`src/rtl/board_b_d_rom_arbiter.sv`:
```
// Tile-ROM responder for the three B-D playfield layers: per-port one-line
// cache in front of a single round-robin 64-bit SDRAM toggle channel.
module board_b_d_rom_arbiter #(
    parameter logic [24:0] REGION_BASE = 25'h0,
    parameter bit          CACHE_EN    = 1'b1
) (
    input  logic        CLK_32M,
    input  logic        reset,
    input  logic        flush,
    input  logic [20:0] addr_a,
    input  logic [20:0] addr_b,
    input  logic [20:0] addr_c,
    input  logic        req_a,
    input  logic        req_b,
    input  logic        req_c,
    output logic [31:0] data_a,
    output logic [31:0] data_b,
    output logic [31:0] data_c,
    output logic        rdy_a,
    output logic        rdy_b,
    output logic        rdy_c,
    output logic [24:0] sdr_addr,
    output logic        sdr_req,
    input  logic [63:0] sdr_data,
    input  logic        sdr_rdy
);

    typedef enum logic [1:0] {IDLE, WAIT, DONE} state_t;

    state_t      state_q;
    logic [1:0]  owner_q;
    logic [1:0]  ptr_q;
    logic [19:0] fetch_q;
    logic        sdr_req_q;
    logic [24:0] sdr_addr_q;
    logic [2:0]  rdy_q;
    logic [2:0]  valid_q;
    logic [31:0] data_q [3];
    logic [19:0] tag_q  [3];
    logic [63:0] line_q [3];

    logic [20:0] addr [3];
    logic [2:0]  req;
    logic [2:0]  pend;
    logic [2:0]  hit;
    logic [2:0]  miss;
    logic        gnt_vld_d;
    logic [1:0]  gnt_d;
    logic [1:0]  idx1;
    logic [1:0]  idx2;

    function automatic logic [1:0] nxt(input logic [1:0] p);
        return (p == 2'd2) ? 2'd0 : p + 2'd1;
    endfunction

    function automatic logic [31:0] pick(input logic [63:0] l,
                                         input logic        s);
        return s ? l[63:32] : l[31:0];
    endfunction

    assign addr[0] = addr_a;
    assign addr[1] = addr_b;
    assign addr[2] = addr_c;
    assign req     = {req_c, req_b, req_a};

    // The fetch owner is excluded from hits so DONE is its only responder
    always_comb begin
        pend = '0;
        hit  = '0;
        miss = '0;
        for (int i = 0; i < 3; i++) begin
            pend[i] = req[i] ^ rdy_q[i];
            hit[i]  = CACHE_EN && pend[i] && valid_q[i]
                   && (tag_q[i] == addr[i][20:1])
                   && !(state_q != IDLE && owner_q == 2'(i));
            miss[i] = pend[i] && !hit[i];
        end
    end

    assign idx1 = nxt(ptr_q);
    assign idx2 = nxt(idx1);

    always_comb begin
        gnt_vld_d = 1'b1;
        gnt_d     = ptr_q;
        if (miss[ptr_q]) begin
            gnt_d = ptr_q;
        end else if (miss[idx1]) begin
            gnt_d = idx1;
        end else if (miss[idx2]) begin
            gnt_d = idx2;
        end else begin
            gnt_vld_d = 1'b0;
        end
    end

    always_ff @(posedge CLK_32M) begin
        if (reset) begin
            state_q    <= IDLE;
            owner_q    <= 2'd0;
            ptr_q      <= 2'd0;
            fetch_q    <= '0;
            sdr_req_q  <= 1'b0;
            sdr_addr_q <= '0;
            rdy_q      <= '0;
            valid_q    <= '0;
            for (int i = 0; i < 3; i++) begin
                data_q[i] <= '0;
                tag_q[i]  <= '0;
                line_q[i] <= '0;
            end
        end else begin
            for (int i = 0; i < 3; i++) begin
                if (hit[i]) begin
                    data_q[i] <= pick(line_q[i], addr[i][0]);
                    rdy_q[i]  <= ~rdy_q[i];
                end
            end
            if (flush) begin
                valid_q <= '0;
            end
            // Capture below overrides a same-cycle flush for the owner line
            unique case (state_q)
                IDLE: begin
                    if (gnt_vld_d) begin
                        owner_q    <= gnt_d;
                        fetch_q    <= addr[gnt_d][20:1];
                        sdr_addr_q <= REGION_BASE
                                    + {2'b00, addr[gnt_d][20:1], 3'b000};
                        sdr_req_q  <= ~sdr_req_q;
                        state_q    <= WAIT;
                    end
                end
                WAIT: begin
                    if (sdr_rdy == sdr_req_q) begin
                        line_q[owner_q]  <= sdr_data;
                        tag_q[owner_q]   <= fetch_q;
                        valid_q[owner_q] <= CACHE_EN;
                        state_q          <= DONE;
                    end
                end
                DONE: begin
                    data_q[owner_q] <= pick(line_q[owner_q],
                                            addr[owner_q][0]);
                    rdy_q[owner_q]  <= ~rdy_q[owner_q];
                    ptr_q           <= nxt(owner_q);
                    state_q         <= IDLE;
                end
                default: state_q <= IDLE;
            endcase
        end
    end

    assign data_a   = data_q[0];
    assign data_b   = data_q[1];
    assign data_c   = data_q[2];
    assign rdy_a    = rdy_q[0];
    assign rdy_b    = rdy_q[1];
    assign rdy_c    = rdy_q[2];
    assign sdr_addr = sdr_addr_q;
    assign sdr_req  = sdr_req_q;

endmodule

```
`config.mk`:
```
export PLATFORM = sky130hd
export DESIGN_NAME = board_b_d_rom_arbiter
export DESIGN_NICKNAME = d
export VERILOG_FILES = /design/src/rtl/board_b_d_rom_arbiter.sv
export SDC_FILE = /design/constraint.sdc
export NUM_CORES = 1
export LEC_CHECK = 0
export ABC_AREA = 1
export CAP_MARGIN = 20
export CORE_ASPECT_RATIO = 2
export CORE_MARGIN = 5
export CORE_UTILIZATION = 54
export CTS_BUF_LIST = sky130_fd_sc_hd__clkbuf_4
export DETAILED_ROUTE_END_ITERATION = 8
export GPL_TIMING_DRIVEN = 0
export PLACE_DENSITY = 0.77
export REMOVE_ABC_BUFFERS = 1
export SYNTH_ARGS = -nofsm -noshare
export SYNTH_HDL_FRONTEND = slang
export SYNTH_SLANG_ARGS = --single-unit
```
`constraint.sdc`:
```
create_clock -name CLK_32M -period 7.2 [get_ports CLK_32M]
set_clock_uncertainty 0.15 [all_clocks]
set_input_delay 1.44 -clock CLK_32M [delete_from_list [all_inputs] [get_ports CLK_32M]]
set_output_delay 1.44 -clock CLK_32M [all_outputs]
set_load 0.005 [all_outputs]
```
==> results of run 1 <==
[path summary, 6_finish.rpt]
path / to / slack, ps / cells after the start
worst min-delay path: valid_q[0] / 340 / 2
worst max-delay path: line_q[0][55] / 1630 / 8
worst max register to register: fetch_q[15] / 3170 / 16
worst min register to register: valid_q[0] / 340 / 2
[layout make-up]
type / instances / area [µm²] / area share, %
sequential: 447 / 13100 / 49.4
multi-input combinational: 1536 / 7130 / 26.9
timing repair buffer: 282 / 3140 / 11.9
inverter: 345 / 1300 / 4.89
clock buffer: 122 / 916 / 3.46
tap: 530 / 663 / 2.50
clock inverter: 43 / 254 / 0.959
antenna: 7 / 17.5 / 0.0661
[power breakdown]
group | internal [mW] | leakage (nW) | switching (mW) | total [mW]
combinational | 0.689 | 5.67 | 1.25 | 1.94
sequential | 3.08 | 4.47 | 0.191 | 3.28
clock | 0.903 | 0.682 | 0.973 | 1.88
total | 4.68 | 10.8 | 2.41 | 7.09
[cells by family after synthesis]
family / Yosys count / share of synthesized area [%]
flops: 447 / 59.5
mux: 32 / 1.46
buf+inv: 490 / 8.61
xor+xnor: 5 / 0.199
compound gates: 489 / 12.2
simple gates: 1005 / 18.0
other cells: 1 / 0.0171
[through the flow]
stage | area (µm²) | instances | setup slack (ps)
floorplan | 21400 | 2328 | 248
global placement | 24600 | 3111 | -6080
detailed placement | 25300 | 3140 | 860
CTS | 26500 | 3305 | 1750
global route | 26500 | 3310 | 1530
finish | 26500 | 3312 | 1630
[metal layers]
| layer | global-route usage, % | vias up |
|---|---|---|
| met5 | 0 | - |
| met4 | 23.2 | 6 |
| met3 | 6.68 | 331 |
| met2 | 53.9 | 1056 |
| met1 | 28.1 | 8515 |
| li1 | - | 8618 |
[flip-flops by register name (all words and copies together) (netlist names), 2 cells and up, named ones only]
register  cells
line_q      256
data_q       96
tag_q        60
fetch_q      20
rdy_q         3
valid_q       3
owner_q       2
ptr_q         2
state_q       2
[worst max-delay path: cells and delay by family]
kind	cells	cell delay, ps
buffers and inverters	5	3000
and+or+nand+nor	3	1320
[cells in the mapped netlist, types with 2 or more instances]
cell type	n
nand3_2	4
a211oi_1	4
o211ai_1	32
nor2_4	5
o31ai_1	34
a21boi_1	3
buf_6	3
xnor2_1	4
nand2_2	3
inv_2	7
mux2i_1	32
nor2_1	414
nand3_4	2
nor2_2	4
a21oi_1	125
a31oi_1	32
o22ai_1	3
o21ai_1	3
buf_4	6
nand2_4	2
nand3b_1	2
inv_1	337
edfxtp_1	412
nand2_1	521
buf_2	7
buf_1	13
dfxtp_1	35
o21ai_0	251
clkbuf_1	116
nand3_1	47
==> results.md, run 1 <==
- Status: complete, no violations
- First-pass GRT wire length: 101000 µm
- Final Max Tran Viols: 0
- RSZ-0062 raised after global routing: no
- Starting DRT DRC Count: 1435
- Worst skew pair latency: 830 ps
- Slew @ Worst Pin: 1140 ps
- Top FF cell, synth: edfxtp_1
- Largest net degree at the start of global routing: 97
- Crit Path Max Fanout: 54
- Number of synthesized flops with an enable pin: 412
- Nets@finish: 2839
- # hold bufs at CTS: 0
- Initial antenna violation count: 9
- Clock slew at reported path FFs: 70 ps
- Core Rows: 104
- Total die area: 45100 µm²
- Fin. Hold Viols: 0
- Mean Syn Cell Area: 8.90 µm²
- Min-delay worst type: reg2reg
- Final setup fails: 0
- Vias per inst: 5.59
- CP Capture Type: register
- Total Power: 7.09 mW
- GRT overflow: 0
- CP Class: in2reg
- Crit path time final: 5570 ps
- DIE HEIGHT: 295 µm
- Required time worst endpoint: 7520 ps
- CTS tree: built
- Drt first pass iters: 8
- Leading area contributor after synthesis: edfxtp_1
- Worst setup SP type: primary input
- GR Util All Layers: 29.5%
- Root Driver: clkbuf_4
- Placer Congestion: 0.968
- DR vias: 18.5k
- Drt total wl: 68000 µm
- Leakage: 10.8 nW
- DR WL/cell: 20.5 µm
- CTS max path bufs: 3
- #FFs+latches synth: 447
- RR Startpoint: owner_q[0]
- Post-Syn Instances: 2469
- Top cell type's share of synthesized area: 56.3%
- Worst Setup SP: reset
- Die X: 153 µm
- Initial Util: 54.7%
- DR DRC count: 0
- Max incr delay on CP: 1110 ps
- Ranking of synthesized cells by area: edfxtp_1, nand2_1, nor2_1, inv_1, o21ai_0
- Critical path's slowest cell: inv_1
- PwrDens: 267 nW/µm²
- Post-layout util: 65.9%
- Post-CTS Setup Inserts: 0
- Peak supply drop: 197 µV
- Worst hold slack: 338 ps
- CP Data Arrival Time: 5890 ps
- Ys async rst share: 0%
- Fillers: 3158
- Core footprint: 40200 µm²
- Hold Startpoint: valid_q[0]
- CTS buffer count: 93
- Layout cells sized above 1: 7.68%
- Achievable Freq: 179 MHz
- Number of clock sinks: 447
- Commonest non-fill, non-tap cell in the layout: nand2_1
- Distinct cell type count after synthesis: 36
- DP Wirelength: 44200 µm
- Routed length on met3: 5960 µm
- Wl on met1: 21000 µm
- Most frequent cells in the layout: nand2_1, edfxtp_1, nor2_1
- Yosys warns: 0
- H-tree depth: 3
- Fin crit share: 77.4%
- Mapped Area: 22000 µm²
- Top Ports: 259
- Highest Signal Layer: met5
- Antenna Nets Post-Route: 0
- Slew margin rel.: 24.1%
- Part of the Yosys area used for sequential elements: 59.5%
- I/O Buffers: 253
- Number of global-route vias before repair: 19.2k
- Final TNS setup: 0 ps
- Cells resized by post-CTS repair: 0
- Max_cap viols: 0
- Met2 WL: 35400 µm
- Crit path cell chain: clkdlybuf4s50_1 -> inv_1 -> nand3_1 -> inv_1 -> nand2_4 -> buf_16 -> nand2_4 -> buf_16
- Synth-to-layout area growth: 20.6%
(Power assumes the default switching activity.)
==> run 2, diff against run 1 <==
--- a/config.mk
+++ b/config.mk
@@ -9,11 +9,11 @@
 export CAP_MARGIN = 20
 export CORE_ASPECT_RATIO = 2
 export CORE_MARGIN = 5
-export CORE_UTILIZATION = 54
+export CORE_UTILIZATION = 53
 export CTS_BUF_LIST = sky130_fd_sc_hd__clkbuf_4
 export DETAILED_ROUTE_END_ITERATION = 8
 export GPL_TIMING_DRIVEN = 0
-export PLACE_DENSITY = 0.77
+export PLACE_DENSITY = 0.79
 export REMOVE_ABC_BUFFERS = 1
 export SYNTH_ARGS = -nofsm -noshare
 export SYNTH_HDL_FRONTEND = slang
==> constraint.sdc (replaced) <==
create_clock -name CLK_32M -period 4.85 [get_ports CLK_32M]
set_clock_uncertainty 0.15 [all_clocks]
set_input_delay 0.97 -clock CLK_32M [delete_from_list [all_inputs] [get_ports CLK_32M]]
set_output_delay 0.97 -clock CLK_32M [all_outputs]
set_load 0.005 [all_outputs]
==> run 2 against run 1 <==
Effect of this change: design area rose by 0.40%; combinational power rose by 49%; clock-buffer cell count rose by 9; final cell count rose by 0.57%; clock power rose by 52%; worst hold slack got worse by 8.6 ps; via count rose by 2.1%; critical path type unchanged.
==> results.md, run 2 (same netlist as run 1, synthesis figures left out) <==
- Placer Congestion: 0.958 (-1.1%)
- GR Util All Layers: 29.1% (-0.31 points)
- Total die area: 45900 µm² (+1.8%)
- I/O Buffers: 253 (unchanged)
- First-pass GRT wire length: 103000 µm (+1.5%)
- Initial antenna violation count: 7 (-2)
- Footprint of the multi-input gates: 7130 µm² (unchanged)
- Drt first pass iters: 6 (-2)
- Number of global-route vias before repair: 19.3k (+0.63%)
- Max reg flops: 256 (unchanged)
- Top Ports: 259 (unchanged)
- Worst skew pair latency: 790 ps (-40 ps)
- DIE HEIGHT: 298 µm (+0.91%)
- Worst hold slack: 329 ps (-8.58 ps)
- Required time worst endpoint: 5310 ps (-2210 ps)
- CP Data Arrival Time: 4750 ps (-1140 ps)
- Largest net degree at the start of global routing: 102 (+5.2%)
- DR WL/cell: 20.6 µm (+0.38%)
- DR vias: 18.9k (+2.1%)
- RSZ-0062 raised after global routing: no
- Post-CTS Setup Inserts: 0 (unchanged)
- Starting DRT DRC Count: 1584 (+10%)
- Leakage: 10.9 nW (+0.60%)
- Biggest register: line_q
- CTS buffer count: 97 (+4.3%)
- CP Class: in2reg
- R2R depth: 16 (unchanged)
- Commonest non-fill, non-tap cell in the layout: nand2_1
- Die X: 154 µm (+0.88%)
- DR DRC count: 0 (unchanged)
- Core footprint: 41000 µm² (+1.9%)
- Core Rows: 105 (+0.96%)
- Antenna Nets Post-Route: 0 (unchanged)
- PwrDens: 399 nW/µm² (+49%)
- Storage cell area: 13100 µm² (unchanged)
- Number of clock sinks: 447 (unchanged)
- DP Wirelength: 45000 µm (+1.8%)
- Initial Util: 53.6% (-1.0 points)
- Peak supply drop: 283 µV (+44%)
- Cell Area, Placed: 25300 µm² (about the same)
- Min-Delay Path Depth: 2 (unchanged)
- Regs by FF count: line_q x256, data_q x96, tag_q x60
- Total Power: 10.6 mW (+50%)
- Achievable Freq: 233 MHz
- Layout cells sized above 1: 8.46% (+0.79 points)
- Root Driver: clkbuf_4
- Crit Path Max Fanout: 36 (-33%)
- GRT overflow: 0 (unchanged)
- Most frequent cells in the layout: nand2_1, edfxtp_1, nor2_1
- Fillers: 3330 (+5.4%)
- CTS max path bufs: 3 (unchanged)
- Post-route cell area: 26600 µm² (+0.40%)
- Vias per inst: 5.68 (+1.5%)
- # hold bufs at CTS: 0 (unchanged)
- Max_cap viols: 0 (unchanged)
- Min-delay worst type: reg2reg
- CTS tree: built
- H-tree depth: 3 (unchanged)
- Fin. Hold Viols: 0 (unchanged)
- Clock slew at reported path FFs: 80 ps (about the same)
- Worst setup SP type: primary input
- Status: complete, no violations
- Synth-to-layout area growth: 21.0%
- Nets@finish: 2846 (+0.25%)
- CP Capture Type: register
- Slew margin rel.: 36.1% (+12 points)
- Slew @ Worst Pin: 958 ps (-180 ps)
- Final Max Tran Viols: 0 (unchanged)
- Crit path time final: 4300 ps
- Fin crit share: 88.6%
- Final setup fails: 0 (unchanged)
- Post-layout util: 64.9% (-1.0 points)
- Drt total wl: 68700 µm (+0.96%)
## run 2: area by class of cell
class                           instances  area share, %
Timing Repair Buffer                  284           11.9
Sequential cell                       447           49.2
Inverter                              345           4.89
Clock buffer                          131           3.70
Tap cell                              535           2.52
Multi-Input combinational cell       1536           26.8
Clock inverter                         45          0.941
Antenna cell                            7         0.0658
Timing Repair inverter                  1         0.0188
## run 2: power breakdown
part	switching, mW	internal, mW	total (mW)	leakage (nW)
clock network	1.48	1.38	2.86	0.735
registers	0.286	4.58	4.86	4.47
logic	1.86	1.03	2.89	5.68
total	3.63	6.98	10.6	10.9
## run 2: per-layer routing
layer	up-vias	GRT usage, %	wire, µm
li1	8653	-	-
met4	4	22.7	5680
met1	8782	28.9	21300
met5	-	0	24
met2	1131	52.7	35900
met3	347	5.07	5780
## run 2: repair_timing
item	CTS	global route
setup endpoints to repair	100	0
resized for setup	2	0
endpoints found under the hold margin	0	0
## run 2: path summary, 6_finish.rpt
| path | to | from | slack, ps |
|---|---|---|---|
| max | fetch_q[7] | addr_b[2] | 550 |
| max reg2reg | fetch_q[7] | owner_q[0] | 810 |
| min | valid_q[1] | valid_q[1] | 330 |
| min reg2reg | valid_q[1] | valid_q[1] | 330 |
## run 2: per-stage QoR
stage / cells / TNS, ps / setup slack, ps
2_1_floorplan: 2328 / -403500 / -1630
3_3_place_gp: 3116 / -3193630 / -7560
3_5_place_dp: 3146 / -237930 / -1110
4_1_cts: 3323 / 0 / 103
5_1_grt: 3329 / 0 / 350
6_report: 3331 / 0 / 553
## run 2: worst max-delay path, cell delays in order
cell	delay, ps
clkdlybuf4s50_1	530
inv_1	50
nand2_1	190
o21ai_0	140
nor2_1	240
nand2_1	80
nor2_1	120
nand3_2	200
nand3_4	460
nand2_2	150
nor2_4	190
nand3_4	440
nand2_4	410
nor2_2	220
nand2_1	110
nand2_1	60
nor2_1	100
nor2_1	50
